## config.mk

```make
export PLATFORM = sky130hd
export DESIGN_NAME = instr_fetch_queue
export DESIGN_NICKNAME = d
export VERILOG_FILES = /design/src/rtl/instr_fetch_queue_pkg.sv /design/src/rtl/sync_fifo_flush.sv /design/src/rtl/instr_fetch_queue.sv
export SDC_FILE = /design/constraint.sdc
export NUM_CORES = 1
export LEC_CHECK = 0
export ABC_AREA = 1
export BUFFER_PORTS_ARGS = -buffer_cell sky130_fd_sc_hd__buf_2
export CORE_UTILIZATION = 45
export DETAILED_ROUTE_END_ITERATION = 12
export GPL_TIMING_DRIVEN = 0
export PLACE_DENSITY = 0.66
export RECOVER_POWER = 100
export SYNTH_ARGS = -nofsm -noshare
export SYNTH_HDL_FRONTEND = slang
export SYNTH_HIERARCHICAL = 1
export SYNTH_SLANG_ARGS = --single-unit
```

## constraint.sdc

```tcl
create_clock -name clk -period 3.75 [get_ports clk]
set_input_delay 0.375 -clock clk [delete_from_list [all_inputs] [get_ports clk]]
set_output_delay 0.375 -clock clk [all_outputs]
set_load 0.03 [all_outputs]
```

## src/rtl/instr_fetch_queue_pkg.sv

```systemverilog
// Shared constants for the instruction fetch queue slice: default widths and depth.
package instr_fetch_queue_pkg;
  localparam int PC_WIDTH   = 32;
  localparam int INST_WIDTH = 32;
  localparam int IFQ_DEPTH  = 4;

  // Width of a counter that must hold every value 0..depth.
  function automatic int cnt_width(input int depth);
    return $clog2(depth) + 1;
  endfunction
endpackage

```

## src/rtl/sync_fifo_flush.sv

```systemverilog
// Synchronous FIFO with single-cycle clear; push is accepted when full if a pop happens the same cycle.
module sync_fifo_flush
  import instr_fetch_queue_pkg::*;
#(
  parameter int W     = 32,
  parameter int DEPTH = 4
) (
  input  logic                   clk,
  input  logic                   rst,
  input  logic                   clr,
  input  logic                   push,
  input  logic [W-1:0]           din,
  input  logic                   pop,
  output logic [W-1:0]           dout,
  output logic                   full,
  output logic                   empty,
  output logic [$clog2(DEPTH):0] count
);
  localparam int AW = $clog2(DEPTH);
  localparam int CW = cnt_width(DEPTH);

  logic [W-1:0]  mem_q [DEPTH];
  logic [W-1:0]  mem_d [DEPTH];
  logic [AW-1:0] wr_ptr_q, wr_ptr_d;
  logic [AW-1:0] rd_ptr_q, rd_ptr_d;
  logic [CW-1:0] count_q, count_d;
  logic          do_push, do_pop;

  assign full    = (count_q == CW'(DEPTH));
  assign empty   = (count_q == '0);
  assign count   = count_q;
  assign dout    = mem_q[rd_ptr_q];
  assign do_pop  = pop & ~empty;
  assign do_push = push & (~full | do_pop);

  always_comb begin
    mem_d    = mem_q;
    wr_ptr_d = wr_ptr_q;
    rd_ptr_d = rd_ptr_q;
    count_d  = count_q;
    if (clr) begin
      wr_ptr_d = '0;
      rd_ptr_d = '0;
      count_d  = '0;
    end else begin
      if (do_push) begin
        mem_d[wr_ptr_q] = din;
        wr_ptr_d        = wr_ptr_q + 1'b1;
      end
      if (do_pop) rd_ptr_d = rd_ptr_q + 1'b1;
      count_d = count_q + CW'(do_push) - CW'(do_pop);
    end
  end

  always_ff @(posedge clk) begin
    if (rst) begin
      for (int i = 0; i < DEPTH; i++) mem_q[i] <= '0;
      wr_ptr_q <= '0;
      rd_ptr_q <= '0;
      count_q  <= '0;
    end else begin
      mem_q    <= mem_d;
      wr_ptr_q <= wr_ptr_d;
      rd_ptr_q <= rd_ptr_d;
      count_q  <= count_d;
    end
  end
endmodule

```

## src/rtl/instr_fetch_queue.sv

```systemverilog
// Fetch queue: issues in-order imem reads for the PC stream and buffers {data, pc} for decode.
// Optional same-cycle response bypass to decode is enabled by defining IFQ_BYPASS_EN.
module instr_fetch_queue
  import instr_fetch_queue_pkg::*;
#(
  parameter int PC_W   = PC_WIDTH,
  parameter int INST_W = INST_WIDTH,
  parameter int DEPTH  = IFQ_DEPTH
) (
  input  logic              clk,
  input  logic              rst,
  input  logic [PC_W-1:0]   pc_in,
  input  logic              pc_valid,
  output logic              pc_stall,
  input  logic              flush,
  output logic              imem_req,
  output logic [PC_W-1:0]   imem_addr,
  input  logic              imem_gnt,
  input  logic              imem_rvalid,
  input  logic [INST_W-1:0] imem_rdata,
  output logic              inst_valid,
  input  logic              inst_ready,
  output logic [INST_W-1:0] inst_data,
  output logic [PC_W-1:0]   inst_pc
);
  localparam int CW = cnt_width(DEPTH);
  localparam int UW = CW + 2;

  // Handshakes: a transfer happens on a cycle where both sides are high (req&gnt, valid&ready);
  // req/valid never depend on gnt/ready of the same cycle, and rvalid is unconditional.
  logic [CW-1:0]          outs_q, outs_d, drop_q, drop_d;
  logic [CW-1:0]          q_count, pcf_count;
  logic                   q_full, q_empty, pcf_full, pcf_empty;
  logic [PC_W-1:0]        pcf_head;
  logic [INST_W+PC_W-1:0] q_head;
  logic [UW-1:0]          used;
  logic                   credit, issue, resp_keep, resp_drop, byp, q_push, q_pop;

  assign used      = UW'(q_count) + UW'(outs_q) + UW'(drop_q);
  assign credit    = (used < UW'(DEPTH));
  assign imem_req  = pc_valid & credit & ~flush;
  assign imem_addr = pc_in;
  assign issue     = imem_req & imem_gnt;
  assign pc_stall  = pc_valid & ~issue;
  assign resp_drop = imem_rvalid & (drop_q != '0);
  assign resp_keep = imem_rvalid & (drop_q == '0) & ~flush;

`ifdef IFQ_BYPASS_EN
  assign byp = resp_keep & q_empty;
`else
  assign byp = 1'b0;
`endif

  assign inst_valid = ~q_empty | byp;
  assign inst_data  = byp ? imem_rdata : q_head[PC_W +: INST_W];
  assign inst_pc    = byp ? pcf_head   : q_head[PC_W-1:0];
  assign q_pop      = ~q_empty & inst_ready & ~flush;
  // A bypassed word taken by decode this cycle never enters the queue.
  assign q_push     = resp_keep & ~(byp & inst_ready);

  always_comb begin
    outs_d = outs_q;
    drop_d = drop_q;
    if (flush) begin
      outs_d = '0;
      drop_d = drop_q + outs_q - CW'(imem_rvalid);
    end else begin
      outs_d = outs_q + CW'(issue) - CW'(resp_keep);
      drop_d = drop_q - CW'(resp_drop);
    end
  end

  always_ff @(posedge clk) begin
    if (rst) begin
      outs_q <= '0;
      drop_q <= '0;
    end else begin
      outs_q <= outs_d;
      drop_q <= drop_d;
    end
  end

  sync_fifo_flush #(.W(PC_W), .DEPTH(DEPTH)) u_pc_fifo (
    .clk   (clk),
    .rst   (rst),
    .clr   (flush),
    .push  (issue),
    .din   (pc_in),
    .pop   (resp_keep),
    .dout  (pcf_head),
    .full  (pcf_full),
    .empty (pcf_empty),
    .count (pcf_count)
  );

  sync_fifo_flush #(.W(INST_W + PC_W), .DEPTH(DEPTH)) u_inst_q (
    .clk   (clk),
    .rst   (rst),
    .clr   (flush),
    .push  (q_push),
    .din   ({imem_rdata, pcf_head}),
    .pop   (q_pop),
    .dout  (q_head),
    .full  (q_full),
    .empty (q_empty),
    .count (q_count)
  );

  a_rvalid_expected: assert property (@(posedge clk) disable iff (rst)
    imem_rvalid |-> (outs_q != '0 || drop_q != '0));
  a_pcf_tracks_outs: assert property (@(posedge clk) disable iff (rst)
    pcf_count == outs_q);
  a_no_issue_full: assert property (@(posedge clk) disable iff (rst)
    issue |-> !pcf_full);
  a_keep_has_pc: assert property (@(posedge clk) disable iff (rst)
    resp_keep |-> !pcf_empty);
  a_no_overflow: assert property (@(posedge clk) disable iff (rst)
    q_push |-> (!q_full || q_pop));
endmodule
```

# Word level (Yosys, flattened, before mapping)
# Index checks and enable logic that the tools add are counted.
[classes]
addsub = 15
n_lt_le_gt_ge = 7
eq_ne = 2
mux = 13
n_bitwise = 25
n_reduce_logical = 9
[ops]
columns = ["cell", "n"]
rows = [
  ["$bwmux 256", 1],
  ["$mux 64", 3],
  ["$bmux 64 s2", 1],
  ["$bwmux 128", 1],
  ["$demux 64 s2", 1],
  ["$mux 32", 3],
  ["$bmux 32 s2", 1],
  ["$demux 32 s2", 1],
  ["$sub 3x1->3", 5],
  ["$and 1x1->1", 13],
  ["$ge 3x3->1 const B", 4],
  ["$not 2->3", 4],
  ["$add 3x1->3", 3],
  ["$logic_not 3->1", 3],
  ["$add 2x1->2 const B", 4],
  ["$eq 3x3->1 const B", 2],
  ["$lt 3x1->1 const B", 2],
  ["$not 1->1", 6],
  ["$add 4x3->5", 1],
  ["$lt 5x3->1 const B", 1],
  ["$add 3x3->4", 1],
  ["$reduce_and 2->1", 2],
  ["$add 3x3->3", 1],
  ["$mux 3", 1],
  ["other kinds (4)", 6],
]
[word_totals]
regBits = 404
output_inout_bits = 99
wordCells = 87

# Depth between registers and ports, before layout
# Gate-level depths: netlist of the first run.
[logic_depth]
ltp_word = 9
mapped_depth = 20

# Cells and area by module
# Netlist of the first run, hierarchy kept.
[by_module_without_submodules]
columns = ["mod", "n_inst", "cells_each", "area_each_um2", "seq_area_each_um2"]
rows = [
  ["sync_fifo_flush (u_inst_q)", 1, 2044, 12781.0, 5265.0],
  ["sync_fifo_flush (u_pc_fifo)", 1, 1050, 6552.5, 2702.6],
  ["instr_fetch_queue", 1, 125, 918.4, 120.1],
]

# Least setup slack after synthesis of the first run
# Ideal clock, no wire load.
[synth_timing]
path_type = "reg2reg"
from = "reg outs_q[1]"
to = "reg u_pc_fifo.count_q[2], in the netlist u_pc_fifo/count[2]"
arrival_ns = 3.268
path_slack_ns = 0.362
path_stages_with_launch = 21
path_buffers = 1
synth_period_minus_slack_ns = 3.388
path_cell_list = "dfxtp_1 -> inv_1 -> fa_1 -> a21oi_1 -> fa_1 -> inv_1 -> nand2_1 -> nor2_4 -> nand4_4 -> inv_1 -> buf_2 -> nand2_1 -> inv_1 -> nand2_1 -> o21ai_0 -> ha_1 -> inv_1 -> fa_1 -> xor2_1 -> inv_1 -> nor2_1"
[synth_via]
elab_chain_cells = 9
[synth_lines]
columns = ["element", "line_no", "source"]
rows = [
  ["start, declared", "instr_fetch_queue.sv:31", "logic [CW-1:0] outs_q, outs_d, drop_q, drop_d;"],
  ["start signal, assigned", "instr_fetch_queue.sv:78", "outs_q <= outs_d;"],
  ["$add 3x3->4", "instr_fetch_queue.sv:39", "assign used = UW'(q_count) + UW'(outs_q) + UW'(drop_q);"],
  ["$add 4x3->5", "instr_fetch_queue.sv:39", ""],
  ["$lt 5x3->1", "instr_fetch_queue.sv:40", "assign credit = (used < UW'(DEPTH));"],
  ["$and 1x1->1 (2 in series)", "instr_fetch_queue.sv:41", "assign imem_req = pc_valid & credit & ~flush;"],
  ["$and 1x1->1", "instr_fetch_queue.sv:43", "assign issue = imem_req & imem_gnt;"],
  ["net issue", "instr_fetch_queue.sv:37", "logic credit, issue, resp_keep, resp_drop, byp, q_push, q_pop;"],
  ["$and 1x1->1", "sync_fifo_flush.sv:34", "assign do_push = push & (~full | do_pop);"],
  ["$add 3x1->3", "sync_fifo_flush.sv:51", "count_d = count_q + CW'(do_push) - CW'(do_pop);"],
  ["$sub 3x1->3", "sync_fifo_flush.sv:51", ""],
  ["end signal, assigned", "sync_fifo_flush.sv:65", "count_q <= count_d;"],
  ["end, declared", "sync_fifo_flush.sv:26", "logic [CW-1:0] count_q, count_d;"],
]
# The timed path passes the listed nets, and every way through them passes these cells.
# A chain may end at the register's enable or synchronous reset.

# Worst setup path in the final report of the first run
[layout_timing]
from = "reg u_inst_q.rd_ptr_q[0]"
to = "out inst_pc[31]"
[layout_via]
elab_chain_cells = 4
[layout_lines]
columns = ["element", "line_no", "source"]
rows = [
  ["start, declared", "sync_fifo_flush.sv:25", "logic [AW-1:0] rd_ptr_q, rd_ptr_d;"],
  ["start signal, assigned", "sync_fifo_flush.sv:64", "rd_ptr_q <= rd_ptr_d;"],
  ["$not 2->3 (not written as such)", "sync_fifo_flush.sv:32", "assign dout = mem_q[rd_ptr_q];"],
  ["$bmux 64 s2", "sync_fifo_flush.sv:32", ""],
  ["$mux 64 (not written as such) (2 in series)", "sync_fifo_flush.sv:32", ""],
  ["end, declared", "instr_fetch_queue.sv:24", "output logic [PC_W-1:0] inst_pc"],
]
# No other way between the ends. The select of a mux whose other input is x is not followed.

==> results of run 1 <==
-- final timing paths --
path | startpoint | end | cells past startpoint
worst min register to register | u_pc_fifo/rd_ptr_q[1] | u_pc_fifo/rd_ptr_q[1] | 2
worst max register to register | outs_q[2] | u_pc_fifo/count[2] | 20
worst max-delay path | u_inst_q/rd_ptr_q[0] | inst_pc[31] | 7
worst min-delay path | imem_rdata[23] | u_inst_q/mem_q[55] | 3
-- flip-flops by register name (all words and copies together), names as in the netlist --
name / count
drop_q: 3
outs_q: 3
u_inst_q/count: 3
u_inst_q/mem_q: 256
u_inst_q/rd_ptr_q: 2
u_inst_q/wr_ptr_q: 2
u_pc_fifo/count: 3
u_pc_fifo/mem_q: 128
u_pc_fifo/rd_ptr_q: 2
u_pc_fifo/wr_ptr_q: 2
-- layer usage --
layer | up-vias | GRT usage (%) | part of all wire [%]
li1 | 9988 | - | -
met1 | 8496 | 32.2 | 45
met2 | 483 | 43.4 | 47
met3 | 103 | 2.95 | 4.9
met4 | 0 | 9.10 | 2.9
met5 | - | 0 | 0
-- timing repair --
item	4_1_cts	5_1_grt
buffers inserted	0	1
endpoints found under the setup margin	1	2
hold buffers	0	0
hold endpoints to repair	0	0
pin swaps	0	2
resized for setup	2	9
-- power by group through the flow --
stage,combinational [uW],sequential (uW),clock (uW)
6_report,771,4390,4520
4_1_cts,795,4390,4610
3_3_place_gp,788,4490,0
2_1_floorplan,516,4480,0
3_5_place_dp,789,4490,0
5_1_grt,857,4400,4790
-- cells in the final DEF, fill, tap and decap left out, types with 2 or more instances in the layout --
master     instances
xor2_1             2
clkbuf_8          10
nand2_1          907
buf_2             89
inv_6              2
clkbuf_1         214
a21oi_1          299
clkinv_2           9
bufinv_16          3
dfxtp_1          402
nand3_1            8
nand4_1            8
buf_1              7
buf_6             20
o21ai_0          101
inv_2              6
nand2_2            2
nor2_1           787
buf_4             44
ha_1              20
fa_1               7
clkbuf_16         47
clkbuf_2          23
inv_1            434
or2_2              2
-- area by class of cell --
type	instances	area share [%]
buffer	218	5.08
tap	592	3.23
inverter	442	7.26
sequential	404	35.3
clock buffer	67	5.90
timing repair buffer	170	3.28
clock inverter	14	0.667
multi-input combinational	2153	39.2
-- per-stage QoR --
| stage | total power, uW | area (um^2) | TNS (ns) | std cells | worst slack [ns] |
|---|---|---|---|---|---|
| finish | 9680 | 22900 | 0 | 4060 | 0.0401 |
| global placement | 5270 | 21800 | -0.0625 | 3978 | -0.0625 |
| floorplan | 5000 | 20200 | 0 | 3217 | 0.362 |
| detailed placement | 5280 | 21800 | -0.0798 | 3978 | -0.0798 |
| global route | 10000 | 22900 | 0 | 4060 | 0.0165 |
| CTS | 9800 | 23300 | 0 | 4059 | 0.0376 |
-- worst reg2reg max path, stage by stage, from the launching register on --
cell and delay (ns):
dfxtp_1 0.37, inv_2 0.07, fa_1 0.52, inv_1 0.06
fa_1 0.46, inv_1 0.06, nand2_1 0.07, nor2_4 0.14
nand4_4 0.16, inv_4 0.12, buf_6 0.12, nand2_1 0.09
inv_1 0.11, nand2_1 0.06, o21ai_0 0.08, ha_1 0.16
inv_1 0.05, fa_1 0.40, xor2_1 0.17, inv_1 0.05
nor2_1 0.03
==> reports/metrics.yaml, run 1 <==
worst_ep_arrival_time_ns: 3.33
switching_share_pct: 24.9
hold_viol: 0
skew_ns: 0.0218
finalCritPeriodShare_pct: 98.9
clock_sinks: 404
core_mm2: 0.0443
p_int_uw: 7280
wirelength_um: 58200
drt-pass1-iter-count: 6
p_seq_share_pct: 45.4
die_h_um: 214
worstHoldPathType: "input port to flop"
seq_area_mm2: 0.00809
wl_per_cell_um: 14.3
worstSetupPathType: "flop to output port"
synth_area_per_cell_um2: 6.29
grt_first_pass_wirelength_um: 93000
utilization_pct: 51.7
pin_count: 170
clockRootBuffer: "clkbuf_16"
synth_nets: 3315
cp.required_ns: 3.38
critical_path.max_stage_delay_ns: 0.53
drt-initial-drc-count: 1345
crit_fanout: 10
p_switching_uw: 2410
slowest_stage: "clkbuf_1"
cpLargestDelayFamily: "buffers and inverters"
finalSetupViolations: 0
ant_nets: 0
multi_input_area_mm2: 0.00898
maxCapViolCount: 0
cp-end-kind: "output port"
grt-ovfl-total: 0
ys_warn_count: 6
status: "completed"
grt_pass1_vias: 17725
whs_ns: 0.0802
syn_to_final_growth_pct: 13.1
dp_hpwl_um: 41400
syn-cell-area_mm2: 0.0202
max_slew_margin_pct: 30.5
cts_tree: "built"
antenna_found_initial: 0
tightest_slew_ns: 1.04
rsz0062_at_grt: "false"
finalNetCount: 3533
die_w_um: 214
clk_pin_slew_ns: 0.06
dieArea_mm2: 0.0458
cts.htree.levels: 2
groute.usage.overall_pct: 25.1
fillers: 4722
synthCells: 3217
cts_buffer_depth: 3
crit_chain: "inv_2 > clkbuf_1 > buf_2 > clkbuf_1 > nand2_1 > a21oi_1 > clkbuf_2"
drc: 0
crit_buf_inv: 5
powerDensity_mw_per_mm2: 423
leakage_uw: 0.0123
min_period_ns: 3.71
p_clk_share_pct: 46.7
rows: 77
drive_gt1_share_pct: 7.70
comb_power_share_pct: 8.0
start_util_pct: 45.7
crit_top_cell: "clkbuf_1"
rrSetupSlack_ns: 0.27
max_clock_freq_mhz: 270
peakVddDrop_v: 0.000349
start_kind: "flop"
cts_buffers: 46
insertion_delay_ns: 0.58
viasPerCell: 4.70
vias: 19070
antenna-diode-count: 0
grt_max_degree: 13
place.gp.congestion: 0.821
maxSlewViolCount: 0
port_buffers: 169
Power figures use the tool's default switching activity.
==> run 2, diff against run 1 <==
CELL_PAD_IN_SITES_DETAIL_PLACEMENT = 0   (was unset)
CELL_PAD_IN_SITES_GLOBAL_PLACEMENT = 1   (was unset)
CORE_UTILIZATION = 42   (was 45)
PLACE_DENSITY = 0.83   (was 0.66)
==> reports/metrics.yaml, run 2 (synthesized netlist as in run 1, its figures left out) <==
status: "completed"
grt_max_degree: 12  # -1
reg_top3: "u_inst_q/mem_q: 256 flops, u_pc_fifo/mem_q: 128 flops"
viasPerCell: 4.66  # -0.76%
regMostFlops: "u_inst_q/mem_q"
reg2reg_to: "u_pc_fifo/mem_q[71]"
die_h_um: 222  # +3.5%
tns_ns: 0  # unchanged
power.total_uw: 9700  # +0.13%
hold_viol: 0  # unchanged
core_mm2: 0.0476  # +7.5%
rrSetupSlack_ns: 0.29  # +0.02 ns
whs_endpoint: "u_inst_q/mem_q[48]"
layout_commonest_cell: "nand2_1"
clock_sinks: 404  # unchanged
cp-end-kind: "output port"
worst_ep_arrival_time_ns: 3.23  # -0.10 ns
groute.usage.overall_pct: 24.8  # -0.31 points
critical_path.max_stage_delay_ns: 0.60  # +0.07 ns
worstHoldPathType: "input port to flop"
clockRootBuffer: "clkbuf_16"
grt_pass1_vias: 18206  # +2.7%
cts_buffer_depth: 3  # unchanged
placed_cells: 4001  # +0.58%
drt-initial-drc-count: 1309  # -2.7%
crit_chain: "inv_2 > clkbuf_1 > clkbuf_1 > buf_2 > nand2_1 > a21oi_1 > clkbuf_2"
cpLargestDelayFamily: "buffers and inverters"
drc: 0  # unchanged
instances_no_fill: 4089  # +0.71%
vias: 19060  # -0.052%
hp-start: "imem_rdata[16]"
grt-ovfl-total: 0  # unchanged
skew_ns: 0.0126  # -0.00928 ns
powerDensity_mw_per_mm2: 422  # -0.26%
ant_nets: 0  # unchanged
rows: 80  # +3.9%
leakage_uw: 0.0124  # +0.47%
clk_pin_slew_ns: 0.06  # about the same
holdPathStages: 3  # unchanged
antenna-diode-count: 0  # unchanged
crit_fanout: 10  # unchanged
tightest_slew_ns: 1.01  # -0.0332 ns
crit_top_cell: "clkbuf_1"
utilization_pct: 48.3  # -3.4 points
wirelength_um: 60800  # +4.5%
whs_ns: 0.0849  # +0.00469 ns
worstSetupPathType: "flop to output port"
maxSlewViolCount: 0  # unchanged
wl_per_cell_um: 14.9  # +3.8%
finalSetupViolations: 0  # unchanged
syn_to_final_growth_pct: 13.6
slowest_stage: "clkbuf_1"
antenna_found_initial: 0  # unchanged
dp_hpwl_um: 44200  # +6.7%
crit_buf_inv: 5  # unchanged
finalCritPeriodShare_pct: 96.2  # -2.7 points
max_slew_margin_pct: 32.7  # +2.2 points
place.gp.congestion: 0.843  # +2.8%
dieArea_mm2: 0.0491  # +7.1%
cts.htree.levels: 2  # unchanged
fillers: 4935  # +4.5%
cts_tree: "built"
largest_reg_flops: 256  # unchanged
maxCapViolCount: 0  # unchanged
cp.required_ns: 3.38  # about the same
peakVddDrop_v: 0.000318  # -8.9%
max_clock_freq_mhz: 277  # +2.8%
ctsHoldBuffers: 0  # unchanged
finalNetCount: 3536  # +0.085%
cts_buffers: 47  # +2.2%
grt_first_pass_wirelength_um: 97100  # +4.4%
insertion_delay_ns: 0.58  # about the same
start_util_pct: 42.5  # -3.2 points
mostFrequentLayoutCells: "nand2_1, nor2_1, inv_1"
die_w_um: 222  # +3.5%
drt-pass1-iter-count: 5  # -1
rsz0062_at_grt: "false"
r2r_start: "outs_q[2]"
start_kind: "flop"
min_period_ns: 3.61  # -0.103 ns
port_buffers: 169  # unchanged
pin_count: 170  # unchanged
drive_gt1_share_pct: 8.06  # +0.36 points
reg2regPathDepth: 15  # -25%
[run 2: worst max-delay path by stage]
stage	start	end	slack, ns	cells past startpoint
global placement	outs_q[1]	u_pc_fifo/count[2]	-0.06	20
floorplan	outs_q[1]	u_pc_fifo/count[2]	0.36	20
global route	drop_q[2]	u_pc_fifo/mem_q[71]	0.03	15
CTS	outs_q[1]	u_pc_fifo/count[2]	0.01	20
detailed placement	outs_q[1]	u_pc_fifo/count[2]	-0.15	20
finish	u_inst_q/rd_ptr_q[0]	inst_pc[17]	0.14	7
[run 2: where the power goes]
group	internal (uW)	leakage (uW)	total (uW)	switching [uW]
clock network	2700	0.000751	4510	1810
logic	224	0.00835	788	564
registers	4360	0.00326	4400	34.4
[run 2: layout make-up]
class,count,area [um^2],area share [%]
clock buffer,82,1510,6.57
timing repair buffer,173,788,3.43
multi-input combinational,2153,9010,39.2
sequential,404,8090,35.2
inverter,442,1670,7.25
tap,615,769,3.35
clock inverter,3,15.0,0.0653
buffer,217,1140,4.97
[run 2: layer usage]
layer,up-vias,wire length (um),global-route usage [%]
li1,9971,-,-
met1,8551,26900,30.9
met2,430,29100,44.0
met3,108,2680,2.90
met4,0,2030,9.07
met5,-,0,0
[run 2: metrics by stage]
stage | cell area (um^2) | setup slack (ns)
5_1_grt | 23000 | 0.0285
4_1_cts | 23400 | 0.00997
2_1_floorplan | 20200 | 0.362
6_report | 23000 | 0.143
3_3_place_gp | 21900 | -0.0622
3_5_place_dp | 21900 | -0.147
[run 2: timing repair]
item                                    4_1_cts  5_1_grt
endpoints found under the setup margin        2        2
gates resized for setup                       3        9
setup buffers                                 0        4
pin swaps                                     0        2
hold endpoints to repair                      0        0
[run 2: worst min-delay path, delay by kind of cell]
kind	cells	cell delay, ns
AND/OR/NAND/NOR	2	0.13
buffers and inverters	1	0.11
